--- src/rtl/pipe_hazard_unit_if.sv ---
// Signal bundle between the pipeline stage modules and the hazard/forwarding unit.
// The master side is the datapath and the slave side is pipe_hazard_unit.
interface pipe_hazard_unit_if #(
    parameter int unsigned N     = 64,
    parameter int unsigned A     = 5,
    parameter int unsigned CNT_W = 32
);
    logic             valid_D;
    logic [A-1:0]     rs1_D, rs2_D;
    logic             usesRs1_D, usesRs2_D;
    logic [A-1:0]     rd_D;
    logic             regWrite_D, memRead_D;
    logic             PCSrc_E;
    logic [N-1:0]     readData1_E, readData2_E;
    logic [N-1:0]     aluResult_M, writeData3_W;
    logic             stall_F, stall_D, flush_D, flush_E;
    logic [1:0]       fwdSel1_E, fwdSel2_E;
    logic [N-1:0]     fwdData1_E, fwdData2_E;
    logic [CNT_W-1:0] stallCount, flushCount;

    modport master (
        output valid_D, rs1_D, rs2_D, usesRs1_D, usesRs2_D, rd_D, regWrite_D, memRead_D,
        output PCSrc_E, readData1_E, readData2_E, aluResult_M, writeData3_W,
        input  stall_F, stall_D, flush_D, flush_E, fwdSel1_E, fwdSel2_E,
        input  fwdData1_E, fwdData2_E, stallCount, flushCount
    );

    modport slave (
        input  valid_D, rs1_D, rs2_D, usesRs1_D, usesRs2_D, rd_D, regWrite_D, memRead_D,
        input  PCSrc_E, readData1_E, readData2_E, aluResult_M, writeData3_W,
        output stall_F, stall_D, flush_D, flush_E, fwdSel1_E, fwdSel2_E,
        output fwdData1_E, fwdData2_E, stallCount, flushCount
    );
endinterface

--- src/rtl/pipe_hazard_unit.sv ---
// Hazard detection and E-stage operand forwarding for the five-stage F/D/E/M/W pipeline.
// Tracks register metadata of the E, M and W instructions; holds no data beyond forwarded operands.
module pipe_hazard_unit #(
    parameter int unsigned N      = 64,
    parameter int unsigned A      = 5,
    parameter bit          FWD_EN = 1'b1,
    parameter int unsigned CNT_W  = 32
) (
    input  logic              clk,
    input  logic              reset,
    pipe_hazard_unit_if.slave hz
);
    typedef enum logic [1:0] {
        SEL_RF = 2'b00,
        SEL_W  = 2'b01,
        SEL_M  = 2'b10
    } fwd_sel_e;

    typedef struct packed {
        logic         valid;
        logic [A-1:0] rs1;
        logic [A-1:0] rs2;
        logic         uses_rs1;
        logic         uses_rs2;
        logic [A-1:0] rd;
        logic         reg_write;
        logic         mem_read;
    } e_rec_t;

    // M and W keep only the fields still consulted once an instruction has left E.
    typedef struct packed {
        logic         valid;
        logic [A-1:0] rd;
        logic         reg_write;
        logic         mem_read;
    } m_rec_t;

    typedef struct packed {
        logic         valid;
        logic [A-1:0] rd;
        logic         reg_write;
    } w_rec_t;

    localparam logic [CNT_W-1:0] CNT_ONE = CNT_W'(1);

    e_rec_t           e_q, e_d;
    m_rec_t           m_q, m_d;
    w_rec_t           w_q, w_d;
    logic [CNT_W-1:0] stall_cnt_q, stall_cnt_d;
    logic [CNT_W-1:0] flush_cnt_q, flush_cnt_d;

    logic             e_writer, m_writer, w_writer;
    logic             d_hits_e, d_hits_m, hazard;
    logic             redirect, stall, flush_e;
    fwd_sel_e         sel1, sel2;
    logic [N-1:0]     fwd_data1, fwd_data2;

    function automatic fwd_sel_e pick_src(input logic used, input logic [A-1:0] src,
                                          input logic m_ok, input logic [A-1:0] m_rd,
                                          input logic w_ok, input logic [A-1:0] w_rd);
        if (!used)
            return SEL_RF;
        if (m_ok && (m_rd == src))
            return SEL_M;
        if (w_ok && (w_rd == src))
            return SEL_W;
        return SEL_RF;
    endfunction

    always_comb begin
        e_writer = e_q.valid && e_q.reg_write && (e_q.rd != '0);
        m_writer = m_q.valid && m_q.reg_write && (m_q.rd != '0);
        w_writer = w_q.valid && w_q.reg_write && (w_q.rd != '0);

        d_hits_e = e_writer && ((hz.usesRs1_D && (hz.rs1_D == e_q.rd)) ||
                                (hz.usesRs2_D && (hz.rs2_D == e_q.rd)));
        d_hits_m = m_writer && ((hz.usesRs1_D && (hz.rs1_D == m_q.rd)) ||
                                (hz.usesRs2_D && (hz.rs2_D == m_q.rd)));

        if (FWD_EN)
            hazard = d_hits_e && e_q.mem_read;
        else
            hazard = d_hits_e || d_hits_m;

        // Reset is folded in so that flushes driven from PCSrc_E also drop while reset is held.
        redirect = reset && hz.PCSrc_E;
        stall    = reset && hz.valid_D && hazard && !hz.PCSrc_E;
        flush_e  = redirect || stall;

        sel1 = SEL_RF;
        sel2 = SEL_RF;
        if (FWD_EN && e_q.valid) begin
            sel1 = pick_src(e_q.uses_rs1, e_q.rs1, m_writer && !m_q.mem_read, m_q.rd,
                            w_writer, w_q.rd);
            sel2 = pick_src(e_q.uses_rs2, e_q.rs2, m_writer && !m_q.mem_read, m_q.rd,
                            w_writer, w_q.rd);
        end

        unique case (sel1)
            SEL_M:   fwd_data1 = hz.aluResult_M;
            SEL_W:   fwd_data1 = hz.writeData3_W;
            default: fwd_data1 = hz.readData1_E;
        endcase
        unique case (sel2)
            SEL_M:   fwd_data2 = hz.aluResult_M;
            SEL_W:   fwd_data2 = hz.writeData3_W;
            default: fwd_data2 = hz.readData2_E;
        endcase
    end

    always_comb begin
        e_d = '0;
        if (hz.valid_D && !flush_e) begin
            e_d.valid     = 1'b1;
            e_d.rs1       = hz.rs1_D;
            e_d.rs2       = hz.rs2_D;
            e_d.uses_rs1  = hz.usesRs1_D;
            e_d.uses_rs2  = hz.usesRs2_D;
            e_d.rd        = hz.rd_D;
            e_d.reg_write = hz.regWrite_D;
            e_d.mem_read  = hz.memRead_D;
        end

        m_d           = '0;
        m_d.valid     = e_q.valid;
        m_d.rd        = e_q.rd;
        m_d.reg_write = e_q.reg_write;
        m_d.mem_read  = e_q.mem_read;

        w_d           = '0;
        w_d.valid     = m_q.valid;
        w_d.rd        = m_q.rd;
        w_d.reg_write = m_q.reg_write;

        stall_cnt_d = stall_cnt_q;
        if (stall && (stall_cnt_q != '1))
            stall_cnt_d = stall_cnt_q + CNT_ONE;
        flush_cnt_d = flush_cnt_q;
        if (redirect && (flush_cnt_q != '1))
            flush_cnt_d = flush_cnt_q + CNT_ONE;
    end

    always_ff @(posedge clk or negedge reset) begin
        if (!reset) begin
            e_q         <= '0;
            m_q         <= '0;
            w_q         <= '0;
            stall_cnt_q <= '0;
            flush_cnt_q <= '0;
        end else begin
            e_q         <= e_d;
            m_q         <= m_d;
            w_q         <= w_d;
            stall_cnt_q <= stall_cnt_d;
            flush_cnt_q <= flush_cnt_d;
        end
    end

    assign hz.stall_F    = stall;
    assign hz.stall_D    = stall;
    assign hz.flush_D    = redirect;
    assign hz.flush_E    = flush_e;
    assign hz.fwdSel1_E  = sel1;
    assign hz.fwdSel2_E  = sel2;
    assign hz.fwdData1_E = fwd_data1;
    assign hz.fwdData2_E = fwd_data2;
    assign hz.stallCount = stall_cnt_q;
    assign hz.flushCount = flush_cnt_q;
endmodule

--- src/flat_wrapper.sv ---
// flat-port wrapper written by rule: the top's interface ports become plain ports
module pipe_hazard_unit_flat 
#(
    parameter int unsigned N      = 64,
    parameter int unsigned A      = 5,
    parameter bit          FWD_EN = 1'b1,
    parameter int unsigned CNT_W  = 32
)
  (clk, reset, hz_valid_D, hz_rs1_D, hz_rs2_D, hz_usesRs1_D, hz_usesRs2_D, hz_rd_D, hz_regWrite_D, hz_memRead_D, hz_PCSrc_E, hz_readData1_E, hz_readData2_E, hz_aluResult_M, hz_writeData3_W, hz_stall_F, hz_stall_D, hz_flush_D, hz_flush_E, hz_fwdSel1_E, hz_fwdSel2_E, hz_fwdData1_E, hz_fwdData2_E, hz_stallCount, hz_flushCount);
  pipe_hazard_unit_if #(.N(N), .A(A), .CNT_W(CNT_W)) hz_i ();
  input  logic clk;
  input  logic reset;
  input wire logic [$bits(hz_i.valid_D)-1:0] hz_valid_D;
  input wire logic [$bits(hz_i.rs1_D)-1:0] hz_rs1_D;
  input wire logic [$bits(hz_i.rs2_D)-1:0] hz_rs2_D;
  input wire logic [$bits(hz_i.usesRs1_D)-1:0] hz_usesRs1_D;
  input wire logic [$bits(hz_i.usesRs2_D)-1:0] hz_usesRs2_D;
  input wire logic [$bits(hz_i.rd_D)-1:0] hz_rd_D;
  input wire logic [$bits(hz_i.regWrite_D)-1:0] hz_regWrite_D;
  input wire logic [$bits(hz_i.memRead_D)-1:0] hz_memRead_D;
  input wire logic [$bits(hz_i.PCSrc_E)-1:0] hz_PCSrc_E;
  input wire logic [$bits(hz_i.readData1_E)-1:0] hz_readData1_E;
  input wire logic [$bits(hz_i.readData2_E)-1:0] hz_readData2_E;
  input wire logic [$bits(hz_i.aluResult_M)-1:0] hz_aluResult_M;
  input wire logic [$bits(hz_i.writeData3_W)-1:0] hz_writeData3_W;
  output wire logic [$bits(hz_i.stall_F)-1:0] hz_stall_F;
  output wire logic [$bits(hz_i.stall_D)-1:0] hz_stall_D;
  output wire logic [$bits(hz_i.flush_D)-1:0] hz_flush_D;
  output wire logic [$bits(hz_i.flush_E)-1:0] hz_flush_E;
  output wire logic [$bits(hz_i.fwdSel1_E)-1:0] hz_fwdSel1_E;
  output wire logic [$bits(hz_i.fwdSel2_E)-1:0] hz_fwdSel2_E;
  output wire logic [$bits(hz_i.fwdData1_E)-1:0] hz_fwdData1_E;
  output wire logic [$bits(hz_i.fwdData2_E)-1:0] hz_fwdData2_E;
  output wire logic [$bits(hz_i.stallCount)-1:0] hz_stallCount;
  output wire logic [$bits(hz_i.flushCount)-1:0] hz_flushCount;
  assign hz_i.valid_D = hz_valid_D;
  assign hz_i.rs1_D = hz_rs1_D;
  assign hz_i.rs2_D = hz_rs2_D;
  assign hz_i.usesRs1_D = hz_usesRs1_D;
  assign hz_i.usesRs2_D = hz_usesRs2_D;
  assign hz_i.rd_D = hz_rd_D;
  assign hz_i.regWrite_D = hz_regWrite_D;
  assign hz_i.memRead_D = hz_memRead_D;
  assign hz_i.PCSrc_E = hz_PCSrc_E;
  assign hz_i.readData1_E = hz_readData1_E;
  assign hz_i.readData2_E = hz_readData2_E;
  assign hz_i.aluResult_M = hz_aluResult_M;
  assign hz_i.writeData3_W = hz_writeData3_W;
  assign hz_stall_F = hz_i.stall_F;
  assign hz_stall_D = hz_i.stall_D;
  assign hz_flush_D = hz_i.flush_D;
  assign hz_flush_E = hz_i.flush_E;
  assign hz_fwdSel1_E = hz_i.fwdSel1_E;
  assign hz_fwdSel2_E = hz_i.fwdSel2_E;
  assign hz_fwdData1_E = hz_i.fwdData1_E;
  assign hz_fwdData2_E = hz_i.fwdData2_E;
  assign hz_stallCount = hz_i.stallCount;
  assign hz_flushCount = hz_i.flushCount;
  pipe_hazard_unit #(.N(N), .A(A), .FWD_EN(FWD_EN), .CNT_W(CNT_W)) u_core (.clk(clk), .reset(reset), .hz(hz_i));
endmodule
--- config.mk ---
export PLATFORM = sky130hd
export DESIGN_NAME = pipe_hazard_unit_flat
export DESIGN_NICKNAME = d
export VERILOG_FILES = /design/src/rtl/pipe_hazard_unit_if.sv /design/src/rtl/pipe_hazard_unit.sv /design/src/flat_wrapper.sv
export SDC_FILE = /design/constraint.sdc
export NUM_CORES = 1
export LEC_CHECK = 0
export ABC_AREA = 1
export CORE_AREA = 2 2 188 190
export DETAILED_ROUTE_END_ITERATION = 8
export DIE_AREA = 0 0 190 192
export MAX_ROUTING_LAYER = met4
export PLACE_DENSITY = 0.64
export RECOVER_POWER = 50
export SYNTH_ARGS = -nofsm -noshare
export SYNTH_HDL_FRONTEND = slang
export SYNTH_SLANG_ARGS = --single-unit
export TNS_END_PERCENT = 1
--- constraint.sdc ---
create_clock -name clk -period 2.8 [get_ports clk]
set_clock_uncertainty 0.2 [all_clocks]
set_input_delay 0.28 -clock clk [delete_from_list [all_inputs] [get_ports clk]]
set_output_delay 0.28 -clock clk [all_outputs]
set_load 0.1 [all_outputs]
Word-level counts from Yosys, hierarchy flattened

Index checks and enable logic that the tools add are counted.

Bits in registers: 99
Latch bits: 0
Memory bits (writable): 0
Bits in read-only memories: 0
Input port bits: 279
Output and inout bits: 200
Word-level logic and storage cells: 96
Memories kept: 0

$add $sub $neg: 2
Multiply operators: 0
Divide/modulo/power cells: 0
Magnitude comparators: 0
Eq/ne operators: 12
Shifts and indexed selects: 0
Multiplexer cells: 35
Bitwise logic cells: 0
Reductions and logical operators: 30

Operators by type and width:

| kind                                                                   | number |
|---|---|
| 64-bit one-hot mux with 2 select lines                                 | 2 |
| 32-bit by 1-bit adder with 32-bit output (second input constant)       | 2 |
| 32-bit != test (second input constant)                                 | 2 |
| 5-bit equality test                                                    | 6 |
| 2-bit two-way mux                                                      | 14 |
| 1-bit logical AND                                                      | 22 |
| 20-bit two-way mux                                                     | 1 |
| 1-bit two-way mux                                                      | 18 |
| 5-bit nonzero test                                                     | 3 |
| 2-bit by 1-bit equality test with 1-bit output (second input constant) | 2 |
| 2-bit equality test (second input constant)                            | 2 |
| 1-bit logical NOT                                                      | 3 |
| 1-bit logical OR                                                       | 2 |

Logic depth before layout (Yosys ltp)

Gate-level depths: netlist of run 1.

Depth in word-level cells: 16
Mapped depth: 13
Gate-level depth less buffers: 11

Worst setup path before layout of run 1

No wires, ideal clock.

Kind: register to output
From: register u_core.m_q[2] (netlist name)
To: output port hz_fwdData1_E[40]
Data arrival time: 4738 ps
Required time: 2320 ps
Path slack: -2418 ps
Stages on the path, launching flop included: 12
Path buffers: 2
Cell sequence: dfrtp_1 -> xnor2_1 -> nand3_1 -> nor3_1 -> nand2_1 -> nor2_1 -> inv_1 -> ha_1 -> clkbuf_1 -> buf_1 -> a21oi_1 -> a21oi_1

Word-level cells in the longest chain between the ends: 12

RTL lines:

| what                                                                                         | line                                           | source |
|---|---|---|
| start: declaration                                                                           | pipe_hazard_unit.sv:47                         | `m_rec_t m_q, m_d;` |
| start signal: assignment                                                                     | pipe_hazard_unit.sv:152                        | `m_q <= m_d;` |
| 5-bit nonzero test                                                                           | pipe_hazard_unit.sv:72                         | `m_writer = m_q.valid && m_q.reg_write && (m_q.rd != '0);` |
| 1-bit logical AND                                                                            | pipe_hazard_unit.sv:72                         |  |
| 1-bit logical AND                                                                            | pipe_hazard_unit.sv:93                         | `sel1 = pick_src(e_q.uses_rs1, e_q.rs1, m_writer && !m_q.mem_read, m_q.rd,` |
| 1-bit logical AND (*)                                                                        | pipe_hazard_unit.sv:63                         | `if (m_ok && (m_rd == src))` |
| 2-bit two-way mux / 1-bit two-way mux (equally long branches)                                | pipe_hazard_unit.sv:63                         |  |
| 2-bit two-way mux / 1-bit two-way mux (equally long branches)                                | pipe_hazard_unit.sv:65, pipe_hazard_unit.sv:63 |  |
| 2-bit two-way mux / 1-bit two-way mux (equally long branches)                                | pipe_hazard_unit.sv:67, pipe_hazard_unit.sv:92 |  |
| 2-bit two-way mux (*)                                                                        | pipe_hazard_unit.sv:65                         | `if (w_ok && (w_rd == src))` |
| 2-bit two-way mux (*)                                                                        | pipe_hazard_unit.sv:63                         |  |
| 2-bit two-way mux (*)                                                                        | pipe_hazard_unit.sv:92                         | `if (FWD_EN && e_q.valid) begin` |
| via hz_fwdSel1_E[1]                                                                          | flat_wrapper.sv:30                             | `output wire logic [$bits(hz_i.fwdSel1_E)-1:0] hz_fwdSel1_E;` |
| 2-bit by 1-bit equality test with 1-bit output / 2-bit equality test (equally long branches) | pipe_hazard_unit.sv:99                         | `unique case (sel1)` |
| 64-bit one-hot mux with 2 select lines (*)                                                   | pipe_hazard_unit.sv:99                         |  |
| end: declaration                                                                             | flat_wrapper.sv:32                             | `output wire logic [$bits(hz_i.fwdData1_E)-1:0] hz_fwdData1_E;` |

The timed path passes the listed nets; every way through them passes the cells marked *. The select of a mux whose other input is x is not followed.

Worst setup path in the final report of run 1

From: register u_core.m_q[4] (netlist name)
To: output port hz_fwdData2_E[63]

Word-level cells in the longest chain between the ends: 12

RTL lines:

| what                                                                                         | line                                           | source |
|---|---|---|
| 5-bit nonzero test                                                                           | pipe_hazard_unit.sv:72                         |  |
| 1-bit logical AND                                                                            | pipe_hazard_unit.sv:72                         |  |
| 1-bit logical AND                                                                            | pipe_hazard_unit.sv:95                         | `sel2 = pick_src(e_q.uses_rs2, e_q.rs2, m_writer && !m_q.mem_read, m_q.rd,` |
| 1-bit logical AND (*)                                                                        | pipe_hazard_unit.sv:63                         |  |
| 2-bit two-way mux / 1-bit two-way mux (equally long branches)                                | pipe_hazard_unit.sv:63                         |  |
| 2-bit two-way mux / 1-bit two-way mux (equally long branches)                                | pipe_hazard_unit.sv:65, pipe_hazard_unit.sv:63 |  |
| 2-bit two-way mux / 1-bit two-way mux (equally long branches)                                | pipe_hazard_unit.sv:67, pipe_hazard_unit.sv:92 |  |
| 2-bit two-way mux (*)                                                                        | pipe_hazard_unit.sv:65                         |  |
| 2-bit two-way mux (*)                                                                        | pipe_hazard_unit.sv:63                         |  |
| 2-bit two-way mux (*)                                                                        | pipe_hazard_unit.sv:92                         |  |
| 2-bit by 1-bit equality test with 1-bit output / 2-bit equality test (equally long branches) | pipe_hazard_unit.sv:104                        | `unique case (sel2)` |
| 64-bit one-hot mux with 2 select lines (*)                                                   | pipe_hazard_unit.sv:104                        |  |
| end: declaration                                                                             | flat_wrapper.sv:33                             | `output wire logic [$bits(hz_i.fwdData2_E)-1:0] hz_fwdData2_E;` |

Mark *: on every way between the ends. The rest lies on a longest branch, timed or not. The select of a mux whose other input is x is not followed.

==> flow_summary.ini, run 1 <==
[route]
ant_nets = 0
routedWlPerCell_um = 20.9
drcViolationCount = 0
first_pass_iters = 5
initialDrtViolationCount = 703
num_vias = 11700
wl_um = 50200
viasPerCell = 4.85

[global_routing]
grt_max_degree = 65
grt_pass1_vias = 11700
antenna_found_initial = 17
grt_pass1_wl_um = 73500
grt_use_total = 0.274
gr-total-overflow = 0

[power_and_ir_drop]
power.total_mw = 5.68
cellPowerDensity_nw_per_um2 = 323
p_leak_nw = 7.26
peakVddDrop_uv = 341

[setup_path]
regToRegSetupSlack_ns = 0.48
reg2regPathDepth = 10
worstPathMaxFanout = 15
critPathArrivalTime_ns = 2.67
worst_setup_path_start_kind = flip-flop
slowest_stage = dfrtp_1
endpoint_kind = primary output
cp-startpoint = u_core.m_q[4]
crit_type = flip-flop to primary output
cp_common_cell = buf_12
crit_chain = buf_4 > xor2_1 > nor2_1 > nand2_1 > nand4_1 > clkinvlp_4 > ha_4 > buf_6 > buf_12 > a21oi_1 > a21oi_4 > buf_12
critPathCapture = hz_fwdData2_E[63]
reg2reg_from = u_core.hz.stallCount[0]
worstPathRequired_ns = 2.32
r2r_end = u_core.hz.stallCount[31]
crit_path_max_incr_delay_ns = 0.43

[outcome]
failed_checks = negative setup slack
status = finished, violations left

[logic_synthesis]
ys_ff_latch = 99
syn_area_per_cell_um2 = 5.78
yosysTopAreaCell = dfrtp_1
netlist_area_um2 = 8280
synth_cell_type_count = 30
yosys-top-cells-area = dfrtp_1 30%, nand2_1 20%, a21oi_1 16%, nor2_1 12%, inv_1 5.4%
ys.warnings.count = 0
yosysTopAreaCellShare = 0.299
syn_inst = 1431
ys_seq_area_frac = 0.299
syn_nets = 1716

[cells_and_area]
fin_nets = 2213
area_delta_synth_final_pct = 112
fillers = 3263
postLayoutCellArea_um2 = 17600
drive_above_1_share = 0.266
finalNonFillerCells = 2406
finish.utilization = 0.513

[timing]
hold_viol_final = 0
worstMarginPinSlew_ns = 1.33
rsz0062_at_grt = yes
finalSetupViolations = 128
clock.fmax_mhz = 317
slew_violations = 0
tns_ns = -35.09
final.setup.worst_slack_ns = -0.354
whs_ns = 0.181
maxSlewHeadroom = 0.116
final.min_clock_period_ns = 3.15
final.period_utilization = 1.13

[clocking]
cts_root_buffer = clkbuf_16
cts_sinks = 99
cts_buffers = 9
h-tree-depth = 3
clk_pin_slew_ns = 0.09
cts_max_path_buffers = 2
clk_latency_ns = 0.36
cts_tree = done

[place]
hpwl_um = 42000
port_buffers = 478
dp_slack_ns = -0.107
gp_congestion = 1.05
placedCellCount = 2365
place_area_um2 = 17000

[floorplanning]
initial_utilization = 0.241
core_area_um2 = 34300
die-height_um = 192
io_pins = 479
die-width_um = 190
die_area_um2 = 36500
rows = 68

[worst_hold_path]
min-delay-start = u_core.m_q[7]
hold_class = flip-flop to flip-flop

[run]
maxCapViolations = 0
[cell type report]
class / instances / area, um^2 / area share
sequential: 99 / 2480 / 0.141
tap: 455 / 569 / 0.0324
clock inverter: 7 / 91.3 / 0.00519
multi-input combinational: 1138 / 6840 / 0.389
inverter: 123 / 468 / 0.0266
clock buffer: 9 / 225 / 0.0128
antenna: 18 / 45.0 / 0.00256
timing repair buffer: 557 / 6870 / 0.391
[worst min path at each step]
stage | end | slack (ns) | cells past startpoint
after global placement | u_core.m_q[1] | 0.17 | 0
after detailed placement | u_core.w_q[6] | 0.17 | 0
after CTS | u_core.w_q[6] | 0.18 | 0
after floorplan | u_core.e_q[0] | -0.22 | 0
final | u_core.w_q[6] | 0.18 | 0
after global routing | u_core.w_q[6] | 0.19 | 0
[critical path, delay by kind of cell (launching register included)]
family / cells / cell delay (ns)
compound gates: 2 / 0.25
xor+xnor: 1 / 0.13
simple gates: 3 / 0.35
fa+ha+maj: 1 / 0.33
flops: 1 / 0.43
buf+inv: 5 / 0.80
[flip-flops by register name (all words and copies together) (netlist names)]
signal and flops:
u_core.e_q 20, u_core.hz.stallCount 32, u_core.w_q 7, u_core.m_q 8, u_core.hz.flushCount 32
[where the power goes]
part	internal [mW]	switching, mW	total, mW
combinational	0.978	1.79	2.77
clock	0.647	0.658	1.30
sequential	1.51	0.0954	1.61
[cell usage after synthesis, drive strengths merged]
master	n
nand2	451
nor2	259
a21oi	258
inv	123
dfrtp	99
nand3	45
o21ai	41
clkbuf	39
buf	32
nor3	26
xor2	15
xnor2	11
nand3b	10
nand4	10
ha	6
and2	2
or2	2
nor4	1
o21a	1
[cell families (layout without fill, tap and decap cells)]
family | Yosys count | after routing | synth area share
adder cells (fa/ha/maj) | 6 | 6 | 0.00907
flip-flops | 99 | 99 | 0.299
AND/OR/NAND/NOR | 806 | 806 | 0.390
other | 0 | 18 | 0
AO/OA/AOI/OAI | 300 | 300 | 0.182
XOR/XNOR | 26 | 26 | 0.0275
buffers and inverters | 194 | 696 | 0.0922
[layout by cell type (no fill, tap or decap), drive strengths merged, types with 6 or more instances in the layout]
| master | synthesis | routed |
|---|---|---|
| nand2 | 451 | 451 |
| nor2 | 259 | 259 |
| xnor2 | 11 | 11 |
| nand3 | 45 | 45 |
| a21oi | 258 | 258 |
| nand3b | 10 | 10 |
| buf | 32 | 253 |
| o21ai | 41 | 41 |
| dfrtp | 99 | 99 |
| ha | 6 | 6 |
| clkbuf | 39 | 33 |
| inv | 123 | 125 |
| clkdlybuf4s50 | 0 | 277 |
| xor2 | 15 | 15 |
| diode | 0 | 18 |
| nand4 | 10 | 10 |
| nor3 | 26 | 26 |
[routing by layer]
metal / up-vias / track usage / part of all wire
met4: 0 / 0.113 / 0.029
met3: 69 / 0.0596 / 0.069
met5: - / - / 0
met1: 5584 / 0.322 / 0.40
met2: 455 / 0.455 / 0.50
li1: 5559 / - / -
[timing repair]
| action | 4_1_cts | 5_1_grt |
|---|---|---|
| gates cloned | 2 | 0 |
| pin swaps | 25 | 19 |
| hold endpoints to repair | 99 | 0 |
| resized for setup | 51 | 21 |
| buffers inserted | 3 | 1 |
| setup endpoints to repair | 128 | 129 |
| hold buffers | 1 | 0 |
No activity file was read; power rests on OpenSTA's default activity.
==> run 2: changes to the inputs <==
CTS_CLUSTER_SIZE = 20   (was not set)
==> results of run 2 <==
Same layout as run 1: the final DEF is identical, and so are final timing and power.
